### config.mk
export PLATFORM = sky130hd
export DESIGN_NAME = mult_div_unit_flat
export DESIGN_NICKNAME = d
export VERILOG_FILES = /design/src/rtl/mips_pkg.sv /design/src/rtl/mult_div_unit_if.sv /design/src/rtl/mult_div_unit.sv /design/src/flat_wrapper.sv
export SDC_FILE = /design/constraint.sdc
export NUM_CORES = 1
export LEC_CHECK = 0
export CAP_MARGIN = 40
export CORE_MARGIN = 2
export CORE_UTILIZATION = 25
export DETAILED_ROUTE_END_ITERATION = 10
export GPL_TIMING_DRIVEN = 0
export REMOVE_ABC_BUFFERS = 1
export SKIP_LAST_GASP = 1
export SLEW_MARGIN = 20
export SYNTH_ARGS = -nofsm -noshare
export SYNTH_HDL_FRONTEND = slang
export SYNTH_SLANG_ARGS = --single-unit
### constraint.sdc
create_clock -name Clk -period 11.1 [get_ports Clk]
set_input_delay 2.22 -clock Clk [delete_from_list [all_inputs] [get_ports Clk]]
set_output_delay 2.22 -clock Clk [all_outputs]
set_load 0.005 [all_outputs]
### src/rtl/mips_pkg.sv
// Shared MIPS datapath types: multiply/divide opcodes, unit states and iteration count.
package mips_pkg;

  localparam int WIDTH   = 32;
  localparam int MD_ITER = WIDTH;

  typedef enum logic [1:0] {
    MD_MULT  = 2'b00,
    MD_MULTU = 2'b01,
    MD_DIV   = 2'b10,
    MD_DIVU  = 2'b11
  } md_op_t;

  typedef enum logic [2:0] {
    IDLE = 3'd0,
    MUL  = 3'd1,
    DIV  = 3'd2,
    FIX  = 3'd3,
    FIN  = 3'd4
  } md_state_t;

endpackage

### src/rtl/mult_div_unit_if.sv
// Control-unit <-> multiply/divide unit handshake plus continuously visible Hi/Lo.
interface mult_div_if
  import mips_pkg::*;
#(
  parameter int WIDTH = MD_ITER
);
  logic             Start;
  logic [1:0]       MDOp;
  logic [WIDTH-1:0] OpA;
  logic [WIDTH-1:0] OpB;
  logic             Busy;
  logic             Done;
  logic             DivZero;
  logic [WIDTH-1:0] Hi;
  logic [WIDTH-1:0] Lo;

  modport master (output Start, MDOp, OpA, OpB,
                  input  Busy, Done, DivZero, Hi, Lo);
  modport slave  (input  Start, MDOp, OpA, OpB,
                  output Busy, Done, DivZero, Hi, Lo);
endinterface

### src/rtl/mult_div_unit.sv
// Iterative shift-add multiplier and restoring divider sharing one 2*WIDTH working register.
module mult_div_unit
  import mips_pkg::*;
#(
  parameter int WIDTH = MD_ITER
) (
  input  logic       Clk,
  input  logic       Reset,
  mult_div_if.slave  md
);

  localparam int CW = $clog2(WIDTH);

  md_state_t          state_q, state_d;
  md_op_t             op_q, op_d;
  logic [CW-1:0]      cnt_q, cnt_d;
  logic [2*WIDTH-1:0] acc_q, acc_d;
  logic [WIDTH-1:0]   opb_q, opb_d;
  logic [WIDTH-1:0]   hi_q, hi_d;
  logic [WIDTH-1:0]   lo_q, lo_d;
  logic               neg_res_q, neg_res_d;
  logic               neg_rem_q, neg_rem_d;
  logic               divz_q, divz_d;

  logic               signed_op;
  logic [WIDTH-1:0]   a_mag, b_mag;
  logic [WIDTH:0]     mul_sum;
  logic               div_ge;
  logic [WIDTH-1:0]   div_rem;
  logic [2*WIDTH-1:0] prod;

  function automatic logic [WIDTH-1:0] mag(input logic [WIDTH-1:0] v, input logic sgn);
    return (sgn && v[WIDTH-1]) ? (~v + WIDTH'(1)) : v;
  endfunction

  always_ff @(posedge Clk or posedge Reset) begin
    if (Reset) begin
      state_q   <= IDLE;
      op_q      <= MD_MULT;
      cnt_q     <= '0;
      acc_q     <= '0;
      opb_q     <= '0;
      hi_q      <= '0;
      lo_q      <= '0;
      neg_res_q <= 1'b0;
      neg_rem_q <= 1'b0;
      divz_q    <= 1'b0;
    end else begin
      state_q   <= state_d;
      op_q      <= op_d;
      cnt_q     <= cnt_d;
      acc_q     <= acc_d;
      opb_q     <= opb_d;
      hi_q      <= hi_d;
      lo_q      <= lo_d;
      neg_res_q <= neg_res_d;
      neg_rem_q <= neg_rem_d;
      divz_q    <= divz_d;
    end
  end

  always_comb begin
    state_d   = state_q;
    op_d      = op_q;
    cnt_d     = cnt_q;
    acc_d     = acc_q;
    opb_d     = opb_q;
    hi_d      = hi_q;
    lo_d      = lo_q;
    neg_res_d = neg_res_q;
    neg_rem_d = neg_rem_q;
    divz_d    = divz_q;

    signed_op = (md.MDOp == MD_MULT) || (md.MDOp == MD_DIV);
    a_mag     = mag(md.OpA, signed_op);
    b_mag     = mag(md.OpB, signed_op);
    mul_sum   = {1'b0, acc_q[2*WIDTH-1:WIDTH]} + {1'b0, opb_q};
    // Remainder is shifted into WIDTH+1 bits so a divisor with its MSB set still compares correctly
    div_ge    = acc_q[2*WIDTH-1:WIDTH-1] >= {1'b0, opb_q};
    div_rem   = WIDTH'(acc_q[2*WIDTH-1:WIDTH-1] - {1'b0, opb_q});
    prod      = neg_res_q ? -acc_q : acc_q;

    case (state_q)
      IDLE, FIN: begin
        divz_d  = 1'b0;
        state_d = IDLE;
        if (md.Start) begin
          op_d      = md_op_t'(md.MDOp);
          neg_res_d = signed_op && (md.OpA[WIDTH-1] ^ md.OpB[WIDTH-1]);
          neg_rem_d = signed_op && md.OpA[WIDTH-1];
          cnt_d     = CW'(WIDTH-1);
          if (md.MDOp[1]) begin
            if (md.OpB == '0) begin
              state_d = FIN;
              divz_d  = 1'b1;
            end else begin
              state_d = DIV;
              acc_d   = {{WIDTH{1'b0}}, a_mag};
              opb_d   = b_mag;
            end
          end else begin
            state_d = MUL;
            acc_d   = {{WIDTH{1'b0}}, b_mag};
            opb_d   = a_mag;
          end
        end
      end
      MUL, DIV: begin
        if (state_q == MUL) begin
          acc_d = acc_q[0] ? {mul_sum, acc_q[WIDTH-1:1]} : {1'b0, acc_q[2*WIDTH-1:1]};
        end else begin
          acc_d = div_ge ? {div_rem, acc_q[WIDTH-2:0], 1'b1} : {acc_q[2*WIDTH-2:0], 1'b0};
        end
        if (cnt_q == '0) state_d = FIX;
        else             cnt_d   = cnt_q - CW'(1);
      end
      FIX: begin
        state_d = FIN;
        if (!op_q[1]) begin
          hi_d = prod[2*WIDTH-1:WIDTH];
          lo_d = prod[WIDTH-1:0];
        end else begin
          lo_d = neg_res_q ? -acc_q[WIDTH-1:0]       : acc_q[WIDTH-1:0];
          hi_d = neg_rem_q ? -acc_q[2*WIDTH-1:WIDTH] : acc_q[2*WIDTH-1:WIDTH];
        end
      end
      default: state_d = IDLE;
    endcase
  end

  assign md.Busy    = (state_q == MUL) || (state_q == DIV) || (state_q == FIX);
  assign md.Done    = (state_q == FIN);
  assign md.DivZero = divz_q;
  assign md.Hi      = hi_q;
  assign md.Lo      = lo_q;

endmodule

### src/flat_wrapper.sv
// flat-port wrapper written by rule: the top's interface ports become plain ports
module mult_div_unit_flat import mips_pkg::*;
#(
  parameter int WIDTH = MD_ITER
)
  (Clk, Reset, md_Start, md_MDOp, md_OpA, md_OpB, md_Busy, md_Done, md_DivZero, md_Hi, md_Lo);
  mult_div_if #(.WIDTH(WIDTH)) md_i ();
  input  logic Clk;
  input  logic Reset;
  input wire logic [$bits(md_i.Start)-1:0] md_Start;
  input wire logic [$bits(md_i.MDOp)-1:0] md_MDOp;
  input wire logic [$bits(md_i.OpA)-1:0] md_OpA;
  input wire logic [$bits(md_i.OpB)-1:0] md_OpB;
  output wire logic [$bits(md_i.Busy)-1:0] md_Busy;
  output wire logic [$bits(md_i.Done)-1:0] md_Done;
  output wire logic [$bits(md_i.DivZero)-1:0] md_DivZero;
  output wire logic [$bits(md_i.Hi)-1:0] md_Hi;
  output wire logic [$bits(md_i.Lo)-1:0] md_Lo;
  assign md_i.Start = md_Start;
  assign md_i.MDOp = md_MDOp;
  assign md_i.OpA = md_OpA;
  assign md_i.OpB = md_OpB;
  assign md_Busy = md_i.Busy;
  assign md_Done = md_i.Done;
  assign md_DivZero = md_i.DivZero;
  assign md_Hi = md_i.Hi;
  assign md_Lo = md_i.Lo;
  mult_div_unit #(.WIDTH(WIDTH)) u_core (.Clk(Clk), .Reset(Reset), .md(md_i));
endmodule
==> results.cfg <==
[status]
status = completed

[cts]
clkSlewWorstSetupHoldPaths_ns = 0.08
cts_root_buffer = clkbuf_16
post_cts_buffers = 0
cts_resized = 0
h-tree-depth = 4
cts_buffers = 17
cts_tree = built
clock_latency_ns = 0.48
cts_hold_buf = 0
cts_num_sinks = 172
cts_max_path_buffers = 2

[timing]
rsz0062_at_grt = no
fin_ws_ns = 5.04
finalSetupTns_ns = 0
fmax_mhz = 165
maxSlewHeadroom = 0.444
hold_viol = 0
setup_viol_count_final = 0
period_needed_ns = 6.06
drv_slew = 0
fin_skew_ns = 0.0160
period_share = 0.546
tightest_slew_ns = 0.833

[global_route]
grt_max_degree = 94
grt_first_pass_wirelength_um = 80100
grt_usage = 0.170
grt_pass1_vias = 14000
grt-ovfl-total = 0
antenna_found_initial = 4

[logic_synthesis]
ys_seq_area_frac = 0.292
yosys.cell_types.count = 82
async_flop_share = 1.00
synthCells = 1934
synth_warnings = 0
ys_ff_latch = 172
synth_area_um2 = 14800
synth.avg_cell_area_um2 = 7.63
ys.flop_type = dfrtp_1
synth_edf_count = 0

[power_and_ir_drop]
p_leak_nw = 7.09
powerDensity_nw_per_um2 = 359
peakVddDrop_uv = 248

[floorplan]
dieWidth_um = 247
boundaryPins = 136
coreArea_um2 = 58700
die_area_um2 = 61000
die_h_um = 247
rows = 89
initial_core_util = 0.252

[critical_path]
crit_start = md_OpB[0]
r2r-end = u_core.md.Hi[30]
cp_max_fo = 54
crit_required_ns = 11.46
r2r_slack_ns = 7.22
rr_worst_depth = 10
crit_end = u_core.acc_q[22]
crit_type = in -> reg
critPathLaunchType = input pin
arrival_ns = 6.42
critPathCaptureType = flip-flop
timing.rr.start = u_core.acc_q[0]

[drt]
first_pass_iters = 6
drt_iter0_markers = 1194
drt_wl_total_um = 51600
dr_total_vias = 14600
drcViolationCount = 0
via_per_inst = 5.27
ant_nets = 0
wl_per_cell_um = 18.7

[min_path]
hold_path.class = reg -> reg

[place]
pre_cts_ws_ns = 4.58
place_inst = 2728
port-buffer-count = 135
dp_hpwl_um = 39000
place_congestion = 0.898

[final_layout]
drive_gt1_frac = 0.0457
area_growth_pct = 18.8
nets = 2118
finalNonFillerCells = 2764
fin_util = 0.299

[job]
maxCapViolations = 0
[power by group]
| group | switching, mW | leakage, nW | internal (mW) |
|---|---|---|---|
| sequential | 0.405 | 2.16 | 0.925 |
| clock | 0.333 | 0.281 | 0.303 |
| combinational | 2.56 | 4.65 | 1.77 |
[placed cells by master (no fill, tap or decap), drive strengths merged, types with 5 or more instances in the layout]
cell type and n:
dfrtp 172, or2 5, a41oi 6, ha 70
a311oi 8, o22a 5, o211ai 29, o21ai 247
and2 10, o41ai 11, or4 13, inv 81
a221o 7, nor3b 8, clkdlybuf4s50 134, a211oi 19
nand3b 5, xor2 77, nor3 37, nand4 16
nor2b 15, or3 13, nand2 291, clkbuf 17
xnor2 94, o21a 9, buf 21, nand3 25
nor4 22, o21bai 14, a21o 36, nand2b 17
o31ai 27, nor2 125, and3 8, a22o 15
mux2i 18, a31oi 26, a21oi 186
[worst min path at each step]
stage,start,end,slack (ns),cells after the start
3_5_place_dp,u_core.md.Hi[2],u_core.md.Hi[2],0.47,2
5_1_grt,u_core.md.Lo[9],u_core.md.Lo[9],0.51,2
3_3_place_gp,u_core.md.Hi[4],u_core.md.Hi[4],0.47,2
4_1_cts,u_core.md.Hi[2],u_core.md.Hi[2],0.49,2
2_1_floorplan,u_core.cnt_q[0],u_core.cnt_q[0],0.47,1
6_report,u_core.md.Hi[2],u_core.md.Hi[2],0.48,2
[worst max-delay path, stage by stage]
cell and delay, ns:
clkdlybuf4s50_1 0.51, inv_1 0.10, ha_1 0.15, nor3b_1 0.53, nand4_1 0.48, or3_4 0.52
nor4_4 0.30, a32o_4 0.54, buf_12 0.30, nor2_4 0.15, buf_16 0.25, a221o_1 0.30
[state kept, by name, indices dropped and copies added (netlist names)]
name and cells:
u_core.acc_q 64, u_core.md.Hi 32, u_core.md.Lo 32, u_core.opb_q 32
u_core.cnt_q 5, u_core.state_q 3, u_core.md.DivZero 1, u_core.neg_rem_q 1
u_core.neg_res_q 1, u_core.op_q 1
[layer usage]
layer / part of all wire / up-vias / track usage
li1: - / 7001 / -
met4: 0.040 / 4 / 0.0819
met2: 0.47 / 445 / 0.280
met5: 0.00050 / - / 0
met3: 0.049 / 104 / 0.0226
met1: 0.44 / 7007 / 0.217
[synth_stat cells, drive strengths merged, types with 16 or more instances]
| master | count | area [µm²] |
|---|---|---|
| a21o | 36 | 270 |
| ha | 70 | 876 |
| xor2 | 77 | 674 |
| nand2b | 17 | 106 |
| xnor2 | 94 | 823 |
| inv | 73 | 274 |
| nand2 | 291 | 1100 |
| nor2 | 125 | 472 |
| a211oi | 19 | 148 |
| nor3 | 37 | 195 |
| mux2i | 18 | 180 |
| a31oi | 26 | 163 |
| buf | 34 | 181 |
| nand4 | 16 | 100 |
| a21oi | 186 | 931 |
| nand3 | 25 | 125 |
| o211ai | 29 | 218 |
| o31ai | 27 | 221 |
| nor4 | 22 | 171 |
| dfrtp | 172 | 4300 |
| o21ai | 247 | 1240 |
| clkbuf | 97 | 364 |
[through the flow]
stage                     instance area (µm²)  hold WS (ns)  power, mW
after floorplan                         14200         0.469       4.14
after global placement                  16500         0.468       5.45
after detailed placement                16900         0.473       5.62
after CTS                               17500         0.488       6.28
after global routing                    17500         0.506       6.85
final                                   17500         0.478       6.29
[final cells by class]
cell class	instances	area, µm²
flip-flops and latches	172	4310
inverters	73	282
fillers	6234	41100
well taps	773	967
repair buffers	155	1690
clock inverters	15	170
clock buffers	17	425
diodes	1	2.50
multi-input cells	1558	9690
[kinds of logic after synthesis]
logic type	share of synthesized area
AO/OA/AOI/OAI	0.281
AND/OR/NAND/NOR	0.194
buffers and inverters	0.0555
flip-flops	0.292
XOR/XNOR	0.101
adder cells (fa/ha/maj)	0.0620
multiplexers	0.0137
No activity file was read; power rests on OpenSTA's default activity.
